### src/rtl/exe_stage_if.sv
// Execute-stage operand/result bundle. The flag signals exist only when EXE_FLAGS_EN is defined.
interface exe_stage_if #(
  parameter int WIDTH = 32
);
  logic [WIDTH-1:0] ImmExtend;
  logic [WIDTH-1:0] Data2;
  logic [WIDTH-1:0] Data1;
  logic [2:0]       ALUSignal;
  logic             OpbSelect;
  logic             in_valid;
  logic [WIDTH-1:0] ALUResult;
  logic             out_valid;
`ifdef EXE_FLAGS_EN
  logic             zero;
  logic             negative;
  logic             carry;
  logic             overflow;
`endif

  modport master (
    output ImmExtend, Data2, Data1, ALUSignal, OpbSelect, in_valid,
`ifdef EXE_FLAGS_EN
    input  zero, negative, carry, overflow,
`endif
    input  ALUResult, out_valid
  );

  modport slave (
    input  ImmExtend, Data2, Data1, ALUSignal, OpbSelect, in_valid,
`ifdef EXE_FLAGS_EN
    output zero, negative, carry, overflow,
`endif
    output ALUResult, out_valid
  );
endinterface

### src/rtl/exe_stage.sv
// Execute stage: operand-B select, 8-op ALU, one-cycle registered result.
// Optional registered status flags when EXE_FLAGS_EN is defined.
module exe_stage #(
  parameter int WIDTH = 32
) (
  input  logic        clk,
  input  logic        rst,
  exe_stage_if.slave  bus
);
  localparam logic [2:0] OP_ADD = 3'b000;
  localparam logic [2:0] OP_SUB = 3'b001;
  localparam logic [2:0] OP_AND = 3'b010;
  localparam logic [2:0] OP_OR  = 3'b011;
  localparam logic [2:0] OP_XOR = 3'b100;
  localparam logic [2:0] OP_SLL = 3'b101;
  localparam logic [2:0] OP_SRL = 3'b110;
  localparam logic [2:0] OP_SLT = 3'b111;

  logic [WIDTH-1:0] w_opa;
  logic [WIDTH-1:0] w_opb;
  logic [4:0]       w_shamt;
  logic [WIDTH-1:0] w_add;
  logic [WIDTH-1:0] w_sub;
  logic             w_slt;
  logic [WIDTH-1:0] w_result;
  logic [WIDTH-1:0] r_result;
  logic             r_valid;

  assign w_opa   = bus.Data1;
  assign w_opb   = bus.OpbSelect ? bus.ImmExtend : bus.Data2;
  assign w_shamt = w_opb[4:0];
  assign w_slt   = ($signed(w_opa) < $signed(w_opb));

`ifdef EXE_FLAGS_EN
  // Widened add/sub expose carry-out and borrow for the flags.
  logic [WIDTH:0] w_sum;
  logic [WIDTH:0] w_diff;
  logic           w_carry;
  logic           w_overflow;
  logic           r_zero;
  logic           r_negative;
  logic           r_carry;
  logic           r_overflow;

  assign w_sum  = {1'b0, w_opa} + {1'b0, w_opb};
  assign w_diff = {1'b0, w_opa} - {1'b0, w_opb};
  assign w_add  = w_sum[WIDTH-1:0];
  assign w_sub  = w_diff[WIDTH-1:0];
`else
  assign w_add  = w_opa + w_opb;
  assign w_sub  = w_opa - w_opb;
`endif

  always_comb begin
    w_result = '0;
    case (bus.ALUSignal)
      OP_ADD:  w_result = w_add;
      OP_SUB:  w_result = w_sub;
      OP_AND:  w_result = w_opa & w_opb;
      OP_OR:   w_result = w_opa | w_opb;
      OP_XOR:  w_result = w_opa ^ w_opb;
      OP_SLL:  w_result = w_opa << w_shamt;
      OP_SRL:  w_result = w_opa >> w_shamt;
      OP_SLT:  w_result = {{(WIDTH-1){1'b0}}, w_slt};
      default: w_result = '0;
    endcase
  end

  always_ff @(posedge clk or posedge rst) begin
    if (rst) begin
      r_result <= '0;
      r_valid  <= 1'b0;
    end else begin
      r_valid <= bus.in_valid;
      if (bus.in_valid) begin
        r_result <= w_result;
      end else begin
        r_result <= r_result;
      end
    end
  end

  assign bus.ALUResult = r_result;
  assign bus.out_valid = r_valid;

`ifdef EXE_FLAGS_EN
  // Carry on SUB is not-borrow, i.e. A >= B unsigned.
  always_comb begin
    w_carry    = 1'b0;
    w_overflow = 1'b0;
    case (bus.ALUSignal)
      OP_ADD: begin
        w_carry    = w_sum[WIDTH];
        w_overflow = (w_opa[WIDTH-1] == w_opb[WIDTH-1]) && (w_add[WIDTH-1] != w_opa[WIDTH-1]);
      end
      OP_SUB: begin
        w_carry    = ~w_diff[WIDTH];
        w_overflow = (w_opa[WIDTH-1] != w_opb[WIDTH-1]) && (w_sub[WIDTH-1] != w_opa[WIDTH-1]);
      end
      default: begin
        w_carry    = 1'b0;
        w_overflow = 1'b0;
      end
    endcase
  end

  always_ff @(posedge clk or posedge rst) begin
    if (rst) begin
      r_zero     <= 1'b0;
      r_negative <= 1'b0;
      r_carry    <= 1'b0;
      r_overflow <= 1'b0;
    end else if (bus.in_valid) begin
      r_zero     <= (w_result == '0);
      r_negative <= w_result[WIDTH-1];
      r_carry    <= w_carry;
      r_overflow <= w_overflow;
    end else begin
      r_zero     <= r_zero;
      r_negative <= r_negative;
      r_carry    <= r_carry;
      r_overflow <= r_overflow;
    end
  end

  assign bus.zero     = r_zero;
  assign bus.negative = r_negative;
  assign bus.carry    = r_carry;
  assign bus.overflow = r_overflow;
`endif
endmodule

### src/flat_wrapper.sv
// flat-port wrapper written by rule: the top's interface ports become plain ports
module exe_stage_flat 
#(
  parameter int WIDTH = 32
)
  (clk, rst, bus_ImmExtend, bus_Data2, bus_Data1, bus_ALUSignal, bus_OpbSelect, bus_in_valid, bus_ALUResult, bus_out_valid);
  exe_stage_if #(.WIDTH(WIDTH)) bus_i ();
  input  logic clk;
  input  logic rst;
  input wire logic [$bits(bus_i.ImmExtend)-1:0] bus_ImmExtend;
  input wire logic [$bits(bus_i.Data2)-1:0] bus_Data2;
  input wire logic [$bits(bus_i.Data1)-1:0] bus_Data1;
  input wire logic [$bits(bus_i.ALUSignal)-1:0] bus_ALUSignal;
  input wire logic [$bits(bus_i.OpbSelect)-1:0] bus_OpbSelect;
  input wire logic [$bits(bus_i.in_valid)-1:0] bus_in_valid;
  output wire logic [$bits(bus_i.ALUResult)-1:0] bus_ALUResult;
  output wire logic [$bits(bus_i.out_valid)-1:0] bus_out_valid;
  assign bus_i.ImmExtend = bus_ImmExtend;
  assign bus_i.Data2 = bus_Data2;
  assign bus_i.Data1 = bus_Data1;
  assign bus_i.ALUSignal = bus_ALUSignal;
  assign bus_i.OpbSelect = bus_OpbSelect;
  assign bus_i.in_valid = bus_in_valid;
  assign bus_ALUResult = bus_i.ALUResult;
  assign bus_out_valid = bus_i.out_valid;
  exe_stage #(.WIDTH(WIDTH)) u_core (.clk(clk), .rst(rst), .bus(bus_i));
endmodule
### config.mk
export PLATFORM = sky130hd
export DESIGN_NAME = exe_stage_flat
export DESIGN_NICKNAME = d
export VERILOG_FILES = /design/src/rtl/exe_stage_if.sv /design/src/rtl/exe_stage.sv /design/src/flat_wrapper.sv
export SDC_FILE = /design/constraint.sdc
export NUM_CORES = 1
export LEC_CHECK = 0
export BUFFER_PORTS_ARGS = -buffer_cell sky130_fd_sc_hd__buf_4
export CAP_MARGIN = 20
export CELL_PAD_IN_SITES_DETAIL_PLACEMENT = 2
export CELL_PAD_IN_SITES_GLOBAL_PLACEMENT = 2
export CORE_MARGIN = 4
export CORE_UTILIZATION = 30
export DETAILED_ROUTE_END_ITERATION = 10
export PLACE_DENSITY_LB_ADDON = 0.1
export SLEW_MARGIN = 20
export SYNTH_ARGS = -nofsm -noshare
export SYNTH_HDL_FRONTEND = slang
export SYNTH_SLANG_ARGS = --single-unit
### constraint.sdc
create_clock -name clk -period 0.8 [get_ports clk]
set_input_delay 0.08 -clock clk [delete_from_list [all_inputs] [get_ports clk]]
set_output_delay 0.08 -clock clk [all_outputs]
set_load 0.02 [all_outputs]
==> impl_metrics.sql, run 1 <==
INSERT INTO impl_metrics (metric_group, metric, value, unit) VALUES
('run_status', 'outcome', 'aborted with a tool error', ''),
('run_status', 'stop_stage', 'clock tree synthesis', ''),
('run_status', 'error_message', '[ERROR DPL-0033] detailed placement checks failed during check placement.', ''),
('floorplan', 'ioPinCount', '136', ''),
('synthesis', 'synth.avg_cell_area', '6.78', 'sq um'),
('floorplan', 'die_height', '188', 'um'),
('clock_network', 'postCtsSetupRepairBufs', '70', ''),
('place', 'port_buffers', '135', ''),
('clock_network', 'cts-resized-gates', '328', ''),
('floorplan', 'chipWidth', '188', 'um'),
('synthesis', 'netlist.top_cell.by_area', 'sky130_fd_sc_hd__ha_1', ''),
('synthesis', 'synth_async_sr_flop_share', '100', '%'),
('synthesis', 'yosys_warnings', '0', ''),
('synthesis', 'synth_enable_flop_cells', '0', ''),
('synthesis', 'ys.flop_type', 'sky130_fd_sc_hd__dfrtp_1', ''),
('synthesis', 'synth_top_area_share', '13.5', '%'),
('synthesis', 'netlist_area', '9740', 'sq um'),
('clock_network', 'cts.htree.levels', '2', ''),
('synthesis', 'ys_types', '86', ''),
('synthesis', 'ys_top_cells_by_area', 'sky130_fd_sc_hd__ha_1, sky130_fd_sc_hd__mux2i_1, sky130_fd_sc_hd__dfrtp_1, sky130_fd_sc_hd__a21oi_1, sky130_fd_sc_hd__nand2_1', ''),
('floorplan', 'row_count', '65', ''),
('clock_network', 'cts-root-buf', 'sky130_fd_sc_hd__clkbuf_16', ''),
('place', 'dp_hpwl', '63200', 'um'),
('synthesis', 'number_of_flip_flops_and_latches_in_the_synthesized_netlist', '33', ''),
('synthesis', 'post_synth_most_frequent_cells', 'sky130_fd_sc_hd__nand2_1, sky130_fd_sc_hd__nor2_1, sky130_fd_sc_hd__a21oi_1, sky130_fd_sc_hd__ha_1', ''),
('clock_network', 'clk_path_buf_depth', '2', ''),
('clock_network', 'hold_fix_buffers_at_cts', '1', ''),
('synthesis', 'seq_area_frac_synth', '8.48', '%'),
('synthesis', 'synth_nets', '1647', ''),
('floorplan', 'start_util', '30.6', '%'),
('clock_network', 'cts.sink_count', '33', ''),
('place', 'post-place-cells', '2469', ''),
('clock_network', 'numCtsBuffers', '5', ''),
('synthesis', 'post-synth-top-count-cell', 'sky130_fd_sc_hd__nand2_1', ''),
('place', 'gp_congestion', '1.02', ''),
('synthesis', 'syn-instance-count', '1437', '');
==> logic make-up after synthesis <==
kind of cell,after synthesis,share of synthesized area [%]
AO/OA/AOI/OAI,496,33.4
AND/OR/NAND/NOR,451,20.1
buffers and inverters,203,8.51
multiplexers,111,12.3
adder cells (fa/ha/maj),107,13.9
XOR/XNOR,36,3.24
flip-flops,33,8.48
==> through the flow <==
step	cell area, sq um	worst slack (ps)	setup TNS (ps)
detailed placement	15400	-2870	-80390
global placement	15400	-2710	-74950
floorplan	10100	-2400	-63120
==> run 2, diff against run 1 <==
--- a/config.mk
+++ b/config.mk
@@ -7,12 +7,10 @@
 export LEC_CHECK = 0
 export BUFFER_PORTS_ARGS = -buffer_cell sky130_fd_sc_hd__buf_4
 export CAP_MARGIN = 20
-export CELL_PAD_IN_SITES_DETAIL_PLACEMENT = 2
-export CELL_PAD_IN_SITES_GLOBAL_PLACEMENT = 2
 export CORE_MARGIN = 4
-export CORE_UTILIZATION = 30
+export CORE_UTILIZATION = 20
 export DETAILED_ROUTE_END_ITERATION = 10
-export PLACE_DENSITY_LB_ADDON = 0.1
+export PLACE_DENSITY_LB_ADDON = 0.15
 export SLEW_MARGIN = 20
 export SYNTH_ARGS = -nofsm -noshare
 export SYNTH_HDL_FRONTEND = slang
==> constraint.sdc (replaced) <==
create_clock -name clk -period 1 [get_ports clk]
set_input_delay 0.1 -clock clk [delete_from_list [all_inputs] [get_ports clk]]
set_output_delay 0.1 -clock clk [all_outputs]
set_load 0.02 [all_outputs]
==> impl_metrics.sql, run 2 <==
INSERT INTO impl_metrics (metric_group, metric, value, unit) VALUES
('run_status', 'outcome', 'complete, but fails checks', ''),
('run_status', 'failing_checks', 'negative setup slack', ''),
('place', 'gp_congestion', '0.974', ''),
('synthesis', 'number_of_flip_flops_and_latches_in_the_synthesized_netlist', '33', ''),
('job', 'maxCapViolCount', '0', ''),
('routing', 'avgViaCountPerCell', '5.17', ''),
('layout', 'fin_nets', '2328', ''),
('layout', 'syn_to_final_growth', '90.2', '%'),
('routing', 'drt_pass1_iterations', '5', ''),
('floorplan', 'chipWidth', '229', 'um'),
('setup_path', 'worstSetupStartpointType', 'input port', ''),
('synthesis', 'syn-instance-count', '1437', ''),
('grt', 'grt_max_degree', '55', ''),
('grt', 'grt_use_met2', '41.2', '%'),
('routing', 'dr_total_vias', '14146', ''),
('power', 'design_power_total', '17.4', 'mW'),
('power', 'pwr_density_cell', '941', 'nW/um^2'),
('setup_path', 'criticalPathCategory', 'input port to flop', ''),
('synthesis', 'seq_area_frac_synth', '8.48', '%'),
('synthesis', 'ys.flop_type', 'sky130_fd_sc_hd__dfrtp_1', ''),
('sta', 'fmax', '0.346', 'GHz'),
('synthesis', 'post_synth_most_frequent_cells', 'sky130_fd_sc_hd__nand2_1, sky130_fd_sc_hd__nor2_1, sky130_fd_sc_hd__a21oi_1, sky130_fd_sc_hd__ha_1', ''),
('power', 'power.share.sequential', '10.1', '%'),
('routing', 'drt-wirelength-per-cell', '25.1', 'um'),
('grt', 'grt_first_pass_wirelength', '97600', 'um'),
('layout', 'final-seq-area', '831', 'sq um'),
('clock_network', 'tritoncts_clock_tree', 'done', ''),
('grt', 'grt.met3_usage', '2.48', '%'),
('clock_network', 'worstSkewPairLatency', '310', 'ps'),
('power', 'p_clk_share', '11.3', '%'),
('synthesis', 'yosys_warnings', '0', ''),
('sta', 'worst_clock_skew', '0', 'ps'),
('layout', 'drive_above_1_share', '49.1', '%'),
('synthesis', 'ys_top_cells_by_area', 'sky130_fd_sc_hd__ha_1, sky130_fd_sc_hd__mux2i_1, sky130_fd_sc_hd__dfrtp_1, sky130_fd_sc_hd__a21oi_1, sky130_fd_sc_hd__nand2_1', ''),
('power', 'power.internal', '9.20', 'mW'),
('floorplan', 'start_util', '20.3', '%'),
('grt', 'first_global_vias', '14186', ''),
('place', 'dp_hpwl', '54500', 'um'),
('synthesis', 'synth_nets', '1647', ''),
('clock_network', 'numCtsBuffers', '5', ''),
('place', 'port_buffers', '135', ''),
('grt', 'grt_remaining_overflow', '0', ''),
('setup_path', 'cp_max_fo', '7', ''),
('clock_network', 'cts.sink_count', '33', ''),
('synthesis', 'synth_top_area_share', '13.5', '%'),
('synthesis', 'netlist.top_cell.by_area', 'sky130_fd_sc_hd__ha_1', ''),
('grt', 'gr-usage-all-layers', '24.9', '%'),
('grt', 'most_used_routing_layer', 'met2', ''),
('grt', 'initial_antenna_violation_count', '0', ''),
('sta', 'finalSetupViolations', '41', ''),
('floorplan', 'floorplan.core_area', '47900', 'sq um'),
('layout', 'filler_cell_count', '4984', ''),
('routing', 'drt_iter0_markers', '1179', ''),
('synthesis', 'synth_async_sr_flop_share', '100', '%'),
('power', 'vdd_ir_drop_max', '0.648', 'mV'),
('power', 'combinational_fraction_of_design_power', '78.6', '%'),
('setup_path', 'worst-endpoint-required', '1240', 'ps'),
('floorplan', 'die_height', '229', 'um'),
('clock_network', 'clkTransAtPathRegs', '70', 'ps'),
('routing', 'count_of_antenna_violating_nets_left_after_detailed_routing', '0', ''),
('sta', 'slew-limit-headroom', '44.2', '%'),
('floorplan', 'ioPinCount', '136', ''),
('setup_path', 'setup.worst_path.start', 'bus_OpbSelect', ''),
('sta', 'hold_slack', '28.1', 'ps'),
('synthesis', 'synth.avg_cell_area', '6.78', 'sq um'),
('floorplan', 'floorplan.die_area', '52300', 'sq um'),
('grt', 'grt_util_met1', '33.1', '%'),
('clock_network', 'cts.htree.levels', '2', ''),
('setup_path', 'cp-end-kind', 'flop', ''),
('sta', 'finalHoldViolCount', '0', ''),
('routing', 'post_route_drc_violation_count', '0', ''),
('layout', 'most_common_cell_after_layout_fill_and_taps_aside', 'sky130_fd_sc_hd__buf_4', ''),
('sta', 'tightestPinTransition', '828', 'ps'),
('layout', 'number_of_flip_flops_under_the_largest_register_name', '32', ''),
('layout', 'antenna_cells_inserted', '0', ''),
('sta', 'min_period_over_period', '289', '%'),
('synthesis', 'synth_enable_flop_cells', '0', ''),
('sta', 'maxSlewViolCount', '0', ''),
('setup_path', 'worst_ep_arrival_time', '3130', 'ps'),
('sta', 'grt_setup_unrepaired', 'true', ''),
('power', 'net_switching_component_of_the_power', '8.23', 'mW'),
('power', 'power.share.switching', '47.2', '%'),
('sta', 'timing.final.crit_period', '2890', 'ps'),
('synthesis', 'ys_types', '86', ''),
('floorplan', 'row_count', '80', ''),
('synthesis', 'post-synth-top-count-cell', 'sky130_fd_sc_hd__nand2_1', ''),
('layout', 'combined_area_of_the_multi_input_logic_cells', '9780', 'sq um'),
('worst_hold_path', 'worstHoldStart', 'bus_in_valid', ''),
('worst_hold_path', 'hold_path_class', 'input port to flop', ''),
('power', 'p_leak', '8.45', 'nW'),
('clock_network', 'clk_path_buf_depth', '2', ''),
('layout', 'layout_common_cells', 'sky130_fd_sc_hd__buf_4, sky130_fd_sc_hd__nand2_1, sky130_fd_sc_hd__nor2_1', ''),
('setup_path', 'r2r-start', 'u_core.bus.ALUResult[26]', ''),
('routing', 'wirelength', '68500', 'um'),
('sta', 'setup_ws', '-1890', 'ps'),
('clock_network', 'cts-root-buf', 'sky130_fd_sc_hd__clkbuf_16', ''),
('synthesis', 'netlist_area', '9740', 'sq um');
==> run 2: cell counts after synthesis <==
No cell type changed its count.
==> run 2: critical path, stage by stage <==
cell and delay, ps:
sky130_fd_sc_hd__buf_16 140, sky130_fd_sc_hd__buf_16 170, sky130_fd_sc_hd__mux2i_4 230, sky130_fd_sc_hd__ha_4 310, sky130_fd_sc_hd__buf_6 120, sky130_fd_sc_hd__nand2_1 90, sky130_fd_sc_hd__or3_4 410, sky130_fd_sc_hd__a211o_1 270
sky130_fd_sc_hd__o211ai_1 160, sky130_fd_sc_hd__o41ai_4 100, sky130_fd_sc_hd__buf_6 150, sky130_fd_sc_hd__buf_4 140, sky130_fd_sc_hd__a2111oi_4 300, sky130_fd_sc_hd__mux2i_1 220, sky130_fd_sc_hd__nand2_1 80, sky130_fd_sc_hd__a21oi_2 110
==> run 2: power by group through the flow <==
stage / sequential, mW / combinational (mW) / clock [mW]
after CTS: 1.77 / 12.8 / 2.00
after detailed placement: 1.77 / 11.1 / 0
after global placement: 1.78 / 11.1 / 0
after global routing: 1.79 / 14.5 / 2.02
after floorplan: 1.96 / 4.84 / 0
final: 1.77 / 13.7 / 1.96
==> run 2: area by class of cell <==
type                       instances  area share [%]
sequential                        33            4.49
timing repair buffer             774            35.5
clock inverter                     1          0.0270
tap                              615            4.16
multi-input combinational       1201            52.8
clock buffer                       7           0.824
inverter                         103            2.23
==> run 2: routing by layer <==
layer | part of all wire [%] | up-vias | wire length [um]
li1 | - | 6612 | -
met2 | 46 | 551 | 31300
met1 | 44 | 6883 | 30300
met4 | 5.4 | 0 | 3720
met3 | 4.7 | 100 | 3200
met5 | 0 | - | 0
==> run 2: worst paths after layout <==
check	end	slack (ps)	cells after the start
max reg2reg	u_core.bus.ALUResult[26]	90	3
min	u_core.bus.out_valid	30	1
max in group asynchronous	u_core.bus.ALUResult[15]	340	4
min in group asynchronous	u_core.bus.ALUResult[10]	340	4
min reg2reg	u_core.bus.ALUResult[18]	500	1
max	u_core.bus.ALUResult[30]	-1890	16
==> run 2: repair_timing <==
item,CTS,global route
setup endpoints to repair,43,45
pin swaps,81,66
hold buffers,1,0
gates resized for setup,297,105
cloned,6,4
endpoints found under the hold margin,33,0
buffers inserted,46,33
==> run 2: metrics by stage <==
step | worst slack (ps) | cell area [sq um] | setup TNS [ps] | util (%) | instances
final | -1890 | 18500 | -50930 | 38.6 | 2734
after global routing | -2010 | 18500 | -54110 | 38.6 | 2734
after CTS | -1840 | 17800 | -49930 | 37.0 | 2704
after detailed placement | -2710 | 15600 | -75840 | 32.6 | 2650
after global placement | -2720 | 15600 | -75100 | 32.6 | 2650
after floorplan | -2220 | 10100 | -57360 | - | 1437
==> run 2: logic make-up (layout without fill, tap and decap cells) <==
family	Yosys count	in the layout	share of synthesized area, %
AO/OA/AOI/OAI	496	496	33.4
XOR/XNOR	36	36	3.24
adder cells (fa/ha/maj)	107	107	13.9
buffers and inverters	203	885	8.51
flip-flops	33	33	8.48
multiplexers	111	111	12.3
AND/OR/NAND/NOR	451	451	20.1
(Power assumes the default switching activity.)
